===== config.mk =====
export PLATFORM = sky130hd
export DESIGN_NAME = baud_frac_gen
export DESIGN_NICKNAME = d
export VERILOG_FILES = /design/src/rtl/baud_frac_gen.sv
export SDC_FILE = /design/constraint.sdc
export NUM_CORES = 1
export LEC_CHECK = 0
export CORE_MARGIN = 2
export CORE_UTILIZATION = 52
export DETAILED_ROUTE_END_ITERATION = 8
export PLACE_DENSITY = 0.76
export SLEW_MARGIN = 25
export SYNTH_ARGS = -nofsm -noshare
export SYNTH_HDL_FRONTEND = slang
export SYNTH_SLANG_ARGS = --single-unit

===== constraint.sdc =====
create_clock -name clk -period 7.7 [get_ports clk]
set_input_delay 1.54 -clock clk [delete_from_list [all_inputs] [get_ports clk]]
set_output_delay 1.54 -clock clk [all_outputs]
set_load 0.01 [all_outputs]

===== src/rtl/baud_frac_gen.sv =====
// Fractional baud/acquisition timing generator: acq, mid-bit, bit and frame strobes
// with per-bit (normal/compensated acq periods) and per-frame (long/short bit) compensation.
module baud_frac_gen #(
    parameter int PERIOD_W = 13,
    parameter int OSR_W    = 4,
    parameter int FRAME_W  = 4
) (
    input  logic                   clk,
    input  logic                   rst,
    input  logic                   BaudEn_i,
    input  logic                   Restart_i,
    input  logic [PERIOD_W-1:0]    AcqPeriod_i,
    input  logic [2*OSR_W-1:0]     PosComp_i,
    input  logic [2*OSR_W-1:0]     NegComp_i,
    input  logic [2*FRAME_W-1:0]   FrameComp_i,
    output logic                   AcqSig_o,
    output logic                   MidSig_o,
    output logic                   BaudSig_o,
    output logic                   FrameSig_o,
    output logic                   BitType_o,
    output logic [FRAME_W:0]       BitIndex_o
);
    localparam int NW = OSR_W + 1;

    function automatic logic [NW-1:0] ceil_half(input logic [NW-1:0] n);
        return n - (n >> 1);
    endfunction

    logic                 r_run;
    logic [PERIOD_W-1:0]  r_p;
    logic [2*OSR_W-1:0]   r_pos_comp;
    logic [2*OSR_W-1:0]   r_neg_comp;
    logic [PERIOD_W:0]    r_acq_cnt;
    logic [NW-1:0]        r_acq_idx;
    logic [FRAME_W-1:0]   r_pos_left;
    logic [FRAME_W-1:0]   r_neg_left;
    logic                 r_bit_type;
    logic [FRAME_W:0]     r_bit_idx;
    logic                 r_acq, r_mid, r_baud, r_frame;

    logic [2*OSR_W-1:0]   w_bit_cfg;
    logic [NW-1:0]        w_norm;
    logic [NW-1:0]        w_n;
    logic                 w_in_comp;
    logic                 w_acq_last;
    logic                 w_bit_last;
    logic                 w_mid_hit;
    logic                 w_frame_last;
    logic                 w_start;
    logic                 w_load;
    logic [FRAME_W-1:0]   w_pl;
    logic [FRAME_W-1:0]   w_nl;
    logic                 w_next_pos;
    logic [FRAME_W-1:0]   w_pl_dec;
    logic [FRAME_W-1:0]   w_nl_dec;

    // Current bit geometry; an empty bit degenerates to one normal period.
    always_comb begin
        w_bit_cfg = r_bit_type ? r_pos_comp : r_neg_comp;
        w_norm    = {1'b0, w_bit_cfg[2*OSR_W-1:OSR_W]};
        w_n       = w_norm + {1'b0, w_bit_cfg[OSR_W-1:0]};
        if (w_n == '0) begin
            w_norm = NW'(1);
            w_n    = NW'(1);
        end
        w_in_comp    = (r_acq_idx >= w_norm);
        w_acq_last   = (r_acq_cnt == ({1'b0, r_p} + {{PERIOD_W{1'b0}}, w_in_comp}));
        w_bit_last   = w_acq_last && (r_acq_idx == w_n - NW'(1));
        w_mid_hit    = w_acq_last && (r_acq_idx == ceil_half(w_n) - NW'(1));
        w_frame_last = w_bit_last && (r_pos_left == '0) && (r_neg_left == '0);
    end

    assign w_start = BaudEn_i && (!r_run || Restart_i);
    assign w_load  = w_start || w_frame_last;

    // Next bit type: long bit only while strictly more long bits remain.
    always_comb begin
        w_pl       = w_load ? FrameComp_i[2*FRAME_W-1:FRAME_W] : r_pos_left;
        w_nl       = w_load ? FrameComp_i[FRAME_W-1:0]         : r_neg_left;
        w_next_pos = (w_pl > w_nl);
        w_pl_dec   = w_next_pos ? (w_pl - FRAME_W'(1)) : w_pl;
        w_nl_dec   = (!w_next_pos && (w_nl != '0)) ? (w_nl - FRAME_W'(1)) : w_nl;
    end

    always_ff @(posedge clk or posedge rst) begin
        if (rst) begin
            r_run      <= 1'b0;
            r_p        <= '0;
            r_pos_comp <= '0;
            r_neg_comp <= '0;
            r_acq_cnt  <= '0;
            r_acq_idx  <= '0;
            r_pos_left <= '0;
            r_neg_left <= '0;
            r_bit_type <= 1'b0;
            r_bit_idx  <= '0;
            r_acq      <= 1'b0;
            r_mid      <= 1'b0;
            r_baud     <= 1'b0;
            r_frame    <= 1'b0;
        end else if (!BaudEn_i) begin
            r_run      <= 1'b0;
            r_acq_cnt  <= '0;
            r_acq_idx  <= '0;
            r_pos_left <= '0;
            r_neg_left <= '0;
            r_bit_type <= 1'b0;
            r_bit_idx  <= '0;
            r_acq      <= 1'b0;
            r_mid      <= 1'b0;
            r_baud     <= 1'b0;
            r_frame    <= 1'b0;
        end else if (w_start) begin
            r_run      <= 1'b1;
            r_p        <= AcqPeriod_i;
            r_pos_comp <= PosComp_i;
            r_neg_comp <= NegComp_i;
            r_acq_cnt  <= '0;
            r_acq_idx  <= '0;
            r_pos_left <= w_pl_dec;
            r_neg_left <= w_nl_dec;
            r_bit_type <= w_next_pos;
            r_bit_idx  <= '0;
            r_acq      <= 1'b0;
            r_mid      <= 1'b0;
            r_baud     <= 1'b0;
            r_frame    <= 1'b0;
        end else begin
            r_acq   <= w_acq_last;
            r_mid   <= w_mid_hit;
            r_baud  <= w_bit_last;
            r_frame <= w_frame_last;
            if (w_acq_last) begin
                r_acq_cnt <= '0;
                if (w_bit_last) begin
                    r_acq_idx  <= '0;
                    r_pos_left <= w_pl_dec;
                    r_neg_left <= w_nl_dec;
                    r_bit_type <= w_next_pos;
                    r_bit_idx  <= w_frame_last ? '0 : (r_bit_idx + (FRAME_W+1)'(1));
                    // Configuration only takes effect on frame boundaries.
                    if (w_frame_last) begin
                        r_p        <= AcqPeriod_i;
                        r_pos_comp <= PosComp_i;
                        r_neg_comp <= NegComp_i;
                    end
                end else begin
                    r_acq_idx <= r_acq_idx + NW'(1);
                end
            end else begin
                r_acq_cnt <= r_acq_cnt + (PERIOD_W+1)'(1);
            end
        end
    end

    assign AcqSig_o   = r_acq;
    assign MidSig_o   = r_mid;
    assign BaudSig_o  = r_baud;
    assign FrameSig_o = r_frame;
    assign BitType_o  = r_bit_type;
    assign BitIndex_o = r_bit_idx;

endmodule


==> results of run 1 <==
## synth_stat cells, types with 2 or more instances
cell type	instances
a2111oi_0	3
o21ai_0	11
ha_1	23
o31ai_2	2
xor2_1	20
dfrtp_1	67
clkbuf_1	16
a21oi_1	13
a31oi_1	3
nor3_1	9
and3_1	3
a211oi_1	2
inv_1	20
nand2_1	34
nor4b_1	2
nor4_1	8
nand4_1	6
o31ai_1	6
or4_1	5
a22o_1	3
nand2b_1	9
mux2_2	38
and2_1	4
xnor2_1	28
nor2_1	35
or2_1	3
o211a_1	2
nand3_1	17
and4_1	2
fa_1	2
nor2b_1	9
or3_1	2
o311ai_0	2
o211ai_1	5
o31a_1	3
mux2i_1	6
o21bai_1	2
## per-stage QoR
| stage | util (%) | area (um2) |
|---|---|---|
| after floorplan | - | 4490 |
| after global placement | 61.4 | 5100 |
| after detailed placement | 61.4 | 5100 |
| after CTS | 63.9 | 5300 |
| after global routing | 66.2 | 5490 |
| final | 66.2 | 5490 |
## worst max-delay path, delay by kind of cell (launching register included)
family          cells  cell delay [ns]
buf+inv             2             0.37
fa+ha+maj           6             1.55
flops               1             0.45
mux                 2             0.75
simple gates       14             2.27
compound gates     10             1.72
## sequential cells by signal, indices dropped and copies added (netlist names)
name	count
r_acq_cnt	14
r_p	13
r_neg_comp	8
r_pos_comp	8
BitIndex_o	5
r_acq_idx	5
r_neg_left	4
r_pos_left	4
AcqSig_o	1
BaudSig_o	1
BitType_o	1
FrameSig_o	1
MidSig_o	1
r_run	1
## power by group through the flow
stage / clock network (mW) / logic [mW] / registers (mW)
final: 0.304 / 0.911 / 0.458
after global routing: 0.326 / 1.02 / 0.465
after CTS: 0.308 / 0.844 / 0.456
after detailed placement: 0 / 0.842 / 0.462
after global placement: 0 / 0.816 / 0.459
after floorplan: 0 / 0.687 / 0.437
## per-layer routing
layer / GRT usage (%) / up-vias / share of wire (%)
li1: - / 1755 / -
met1: 28.7 / 1818 / 45
met2: 37.4 / 107 / 49
met3: 3.76 / 19 / 4.7
met4: 8.45 / 0 / 2.1
met5: 0 / - / 0
## layout make-up
class,instances,share of cell area [%]
multi-input combinational,350,50.2
sequential,67,30.5
timing repair buffer,69,11.8
clock buffer,10,2.51
tap,105,2.39
inverter,20,1.37
clock inverter,6,1.18
## what timing repair did
item	CTS	global route
pin swaps	0	10
endpoints found under the setup margin	1	9
buffers inserted	0	13
gates resized for setup	1	22
## path summary, 6_finish.rpt
| kind | end | depth (start not counted) |
|---|---|---|
| max | r_neg_left[1] | 34 |
| min | r_neg_comp[5] | 1 |
| max reg2reg | r_neg_left[1] | 34 |
| min reg2reg | r_neg_comp[5] | 1 |
| max in group asynchronous | BitType_o | 3 |
| min in group asynchronous | BitIndex_o[4] | 3 |
## cell families (layout without fill, tap and decap cells)
logic type      Yosys count  after routing  synth area share, %
flops                    67             67                 37.4
mux                      44             44                 10.9
buf+inv                  38            105                 3.21
simple gates            157            157                 18.7
compound gates           74             74                 12.5
fa+ha+maj                26             26                 7.53
xor+xnor                 49             49                 9.87
==> run summary, run 1 <==
MaxCap Viol Count - 0
register area - 1680 um2
DR iter-0 viols - 228
crit path kind - register to register
commonest non-fill, non-tap cell in the layout - dfrtp_1
Slew @ Worst Pin - 0.841 ns
peak supply drop - 0.156 mV
H-tree lvl count - 3
number of synthesis warnings - 0
hold_sp - r_neg_comp[5]
I/O Buffers - 50
final worst path period share - 94.1%
Final #Nets - 583
Max FO, Critical Path - 7
initial core utilization - 54.1%
Synth async-reset ratio - 100%
chip height - 96.9 um
Final Hold Viols - 0
initial antenna violation count - 0
Hold WS - 0.512 ns
Mapped Cells - 455
FF-to-FF setup slack - 0.46 ns
share of layout cells above drive strength 1 - 19.0%
wire length per cell - 16.4 um
Critical-path top delay cell - dfrtp_2
Routed WL - 10,300 um
R2R Path Start - BitType_o
Worst Setup SP - BitType_o
Tot Pwr - 1.67 mW
most used flip-flop cell after synthesis - dfrtp_1
row count - 33
Vias/cell - 5.90
largest net degree at the start of global routing - 68
n_diodes - 0
Initial DRT Pass Iterations - 4
Fin Setup TNS - 0 ns
Pleak - 2.26 nW
Max Clock Freq - 138 MHz
Psw - 0.668 mW
Multi-input gate area - 2760 um2
Detailed Place HPWL - 7250 um
syn_nets - 521
clock root cell - clkbuf_8
final non-filler cell total - 627
internal power - 1.00 mW
Worst Setup End Kind - register
Gate power share - 54.4%
Setup Skew - 0.0123 ns
GRT Overall Usage - 22.2%
worst min path class - register to register
Core ar. - 8300 um2
clock-pin slew on the worst setup and hold paths - 0.08 ns
most frequent cells in the layout - dfrtp_1 (66), clkdlybuf4s50_1 (50), mux2_2 (37)
status - finished clean
synth top area cells - dfrtp_1 (37%), mux2_2 (9.5%), ha_1 (6.4%), xnor2_1 (5.5%), xor2_1 (3.9%)
# setup viols final - 0
clock share of power - 18.2%
dpl cells - 598
Slew Viols, Final - 0
die area - 9390 um2
CTS tree - built
CTS buffer count - 9
hold_buf cts - 0
crit start category - register
first-pass GRT wire length - 17,200 um
switching share of total power - 39.9%
Avg Synthesized Cell Area - 9.86 um2
Final Wtd Congestion - 0.961
Mapped Area - 4490 um2
sequential element share of the synthesized area - 37.4%
Area Growth Syn to Fin - 22.4%
die width - 96.9 um
DR DRC count - 0
fillcell total - 653
post-synth top area cell - dfrtp_1
CP peak stage delay - 0.45 ns
clk buf depth - 2
Power Dens Cells - 305 nW/um2
area share of the largest cell type after synthesis - 37.4%
FF+latch count, synth - 67
sequential fraction of design power - 27.4%
antenna viol nets, final - 0
I/O pin total - 51
vias post-DR - 3,699
Slew Limit Headroom - 43.9%
Post-synth EDFFs - 0
Setup WS post-layout - 0.457 ns
clk sink count - 67
Skew-Pair Late Insertion Delay - 0.36 ns
Arr. time, crit path - 7.48 ns
post-synthesis cell type count - 67
Placement Setup Slack - -0.0234 ns
Tmin final - 7.24 ns
GRT overflow - 0
Crit path required time - 7.94 ns
vias in the first global route - 3,725
(Power assumes the default switching activity.)
==> run 2, diff against run 1 <==
Settings changed: CORE_UTILIZATION 52 to 55.
Clock period 7.7 ns to 7.1 ns, I/O delays scaled along.
==> run 2 against run 1 <==
The run now ends with negative setup slack left. Worst setup slack lost 0.65 ns. Power grew 26%. First-iteration DRC count shrank 14%. Sequential share of layout area shrank 2.0 points. Count of clock-buffer cells in the layout shrank 1. Global-route usage grew 2.2 points. Via count grew 3.6%. Routed wire length grew 14%. Fmax shrank 0.74%. Utilization grew 9.1 points. Die area shrank 5.2%. Clock power grew 5%. Largest cell class unchanged.
==> run summary, run 2 (synthesis gave the netlist of run 1 again) <==
Final Wtd Congestion - 0.881
Setup Skew - 0.00981 ns
first-pass GRT wire length - 16,900 um
row count - 32
clock root cell - clkbuf_8
I/O pin total - 51
clk buf depth - 2
# setup viols final - 3
Slew Viols, Final - 0
cell area after layout - 5880 um2
MaxCap Viol Count - 0
Max FO, Critical Path - 8
hold_sp - r_neg_comp[3]
Psw - 0.869 mW
final worst path period share - 103%
register area - 1680 um2
crit start category - register
placed cell area - 5180 um2
largest net degree at the start of global routing - 68
crit path kind - register to register
sequential fraction of design power - 23.9%
switching share of total power - 41.1%
share of layout cells above drive strength 1 - 26.9%
commonest non-fill, non-tap cell in the layout - dfrtp_1
Top Registers - r_acq_cnt x14, r_p x13
Tmin final - 7.30 ns
Gate power share - 61.1%
Power Dens Cells - 360 nW/um2
Slew Limit Headroom - 40.7%
Detailed Place HPWL - 7450 um
CTS tree - built
DR DRC count - 0
chip height - 94.3 um
peak supply drop - 0.175 mV
status - finished with violations
H-tree lvl count - 3
R2R cell count - 36
R2R Path Start - BitType_o
clock share of power - 15.1%
RSZ-0062 raised after global routing - yes
internal power - 1.25 mW
vias in the first global route - 3,585
n_diodes - 0
Max Clock Freq - 137 MHz
wire length per cell - 18.2 um
hold endpoint - r_neg_comp[3]
critical path's most frequent cell - buf_6
CP peak stage delay - 0.53 ns
Crit path required time - 7.32 ns
Skew-Pair Late Insertion Delay - 0.35 ns
fillcell total - 571
antenna viol nets, final - 0
most frequent cells in the layout - dfrtp_1 (66), clkdlybuf4s50_1 (50), nor2_1 (35)
Routed WL - 11,700 um
Slew @ Worst Pin - 0.889 ns
die width - 94.3 um
GRT Overall Usage - 24.4%
CTS buffer count - 9
Final Hold Viols - 0
dpl cells - 604
Vias/cell - 5.95
initial core utilization - 57.5%
Area Growth Syn to Fin - 30.9%
Final #Nets - 603
vias post-DR - 3,833
worst min path class - register to register
failing checks - negative setup slack
clock-pin slew on the worst setup and hold paths - 0.08 ns
Biggest register - r_acq_cnt
Worst Setup End Kind - register
final non-filler cell total - 644
Core ar. - 7810 um2
die area - 8900 um2
FF-to-FF End - r_neg_left[1]
Multi-input gate area - 2980 um2
I/O Buffers - 50
Setup WS post-layout - -0.197 ns
FF-to-FF setup slack - -0.20 ns
initial antenna violation count - 0
Arr. time, crit path - 7.51 ns
Pleak - 2.41 nW
Largest register FFs - 14
Worst Hold Path Cells - 1
Placement Setup Slack - -0.241 ns
GRT overflow - 0
clk sink count - 67
Critical-path top delay cell - or4_1
Initial DRT Pass Iterations - 6
DR iter-0 viols - 196
run 2: cell types whose count changed in the layout (fill, tap and decap cells not counted), moves of 3 or more:
cell / change
nand3_1: -3
mux2_4: +4
nand2_2: +3
ha_4: +6
ha_1: -5
mux2_2: -4
buf_6: +7
buf_4: +13
nand2_1: -3
run 2: power by group through the flow:
stage | registers (mW) | clock network (mW) | logic, mW
global route | 0.510 | 0.344 | 1.38
finish | 0.505 | 0.319 | 1.29
global placement | 0.499 | 0 | 0.954
CTS | 0.496 | 0.325 | 0.998
detailed placement | 0.501 | 0 | 0.969
floorplan | 0.474 | 0 | 0.755
run 2: per-layer routing:
metal  GRT usage (%)  vias to the layer above  routed length [um]
li1                -                     1800                   -
met1            31.0                     1844                4840
met2            41.6                      153                5900
met3            4.71                       36                 612
met4            8.70                        0                 351
met5               0                        -                   0
run 2: worst max-delay path: cells and delay by family, from the launching register on:
family | cells | cell delay [ns]
adders and majority gates | 5 | 1.07
buffers and inverters | 7 | 1.01
DFF | 1 | 0.50
xor gates and xnor gates | 1 | 0.24
and+or+nand+nor | 10 | 1.88
AOI/OAI and AO/OA | 11 | 2.00
muxes | 2 | 0.47
run 2: final cells by class:
| class | instances | area share [%] |
|---|---|---|
| tap | 102 | 2.17 |
| multi-input combinational | 350 | 50.7 |
| clock buffer | 9 | 2.11 |
| inverter | 20 | 1.28 |
| timing repair buffer | 89 | 14.0 |
| sequential | 67 | 28.6 |
| clock inverter | 7 | 1.17 |
run 2: repair_timing:
action                     in CTS  in global routing
buffers inserted                3                 21
setup endpoints to repair       8                  9
resized for setup              11                 56
pin swaps                       5                 26
hold buffers                    0                  0
run 2: stage by stage:
step | hold WS (ns) | util (%) | setup TNS [ns] | power (mW)
4_1_cts | 0.517 | 69.6 | 0 | 1.82
6_report | 0.519 | 75.3 | -0.412 | 2.11
3_5_place_dp | 0.495 | 66.3 | -0.974 | 1.47
2_1_floorplan | 0.471 | - | 0 | 1.23
5_1_grt | 0.531 | 75.3 | -2.73 | 2.23
3_3_place_gp | 0.480 | 66.3 | 0 | 1.45
run 2: worst max path at each step:
stage | slack [ns] | end | cells after the start | start
finish | -0.20 | r_neg_left[1] | 36 | BitType_o
global route | -0.61 | r_neg_left[1] | 34 | BitType_o
CTS | 0.004 | r_neg_left[1] | 36 | BitType_o
detailed placement | -0.24 | r_neg_left[2] | 35 | BitType_o
global placement | 0.002 | r_pos_left[2] | 35 | BitType_o
floorplan | 0.01 | r_neg_left[1] | 33 | BitType_o
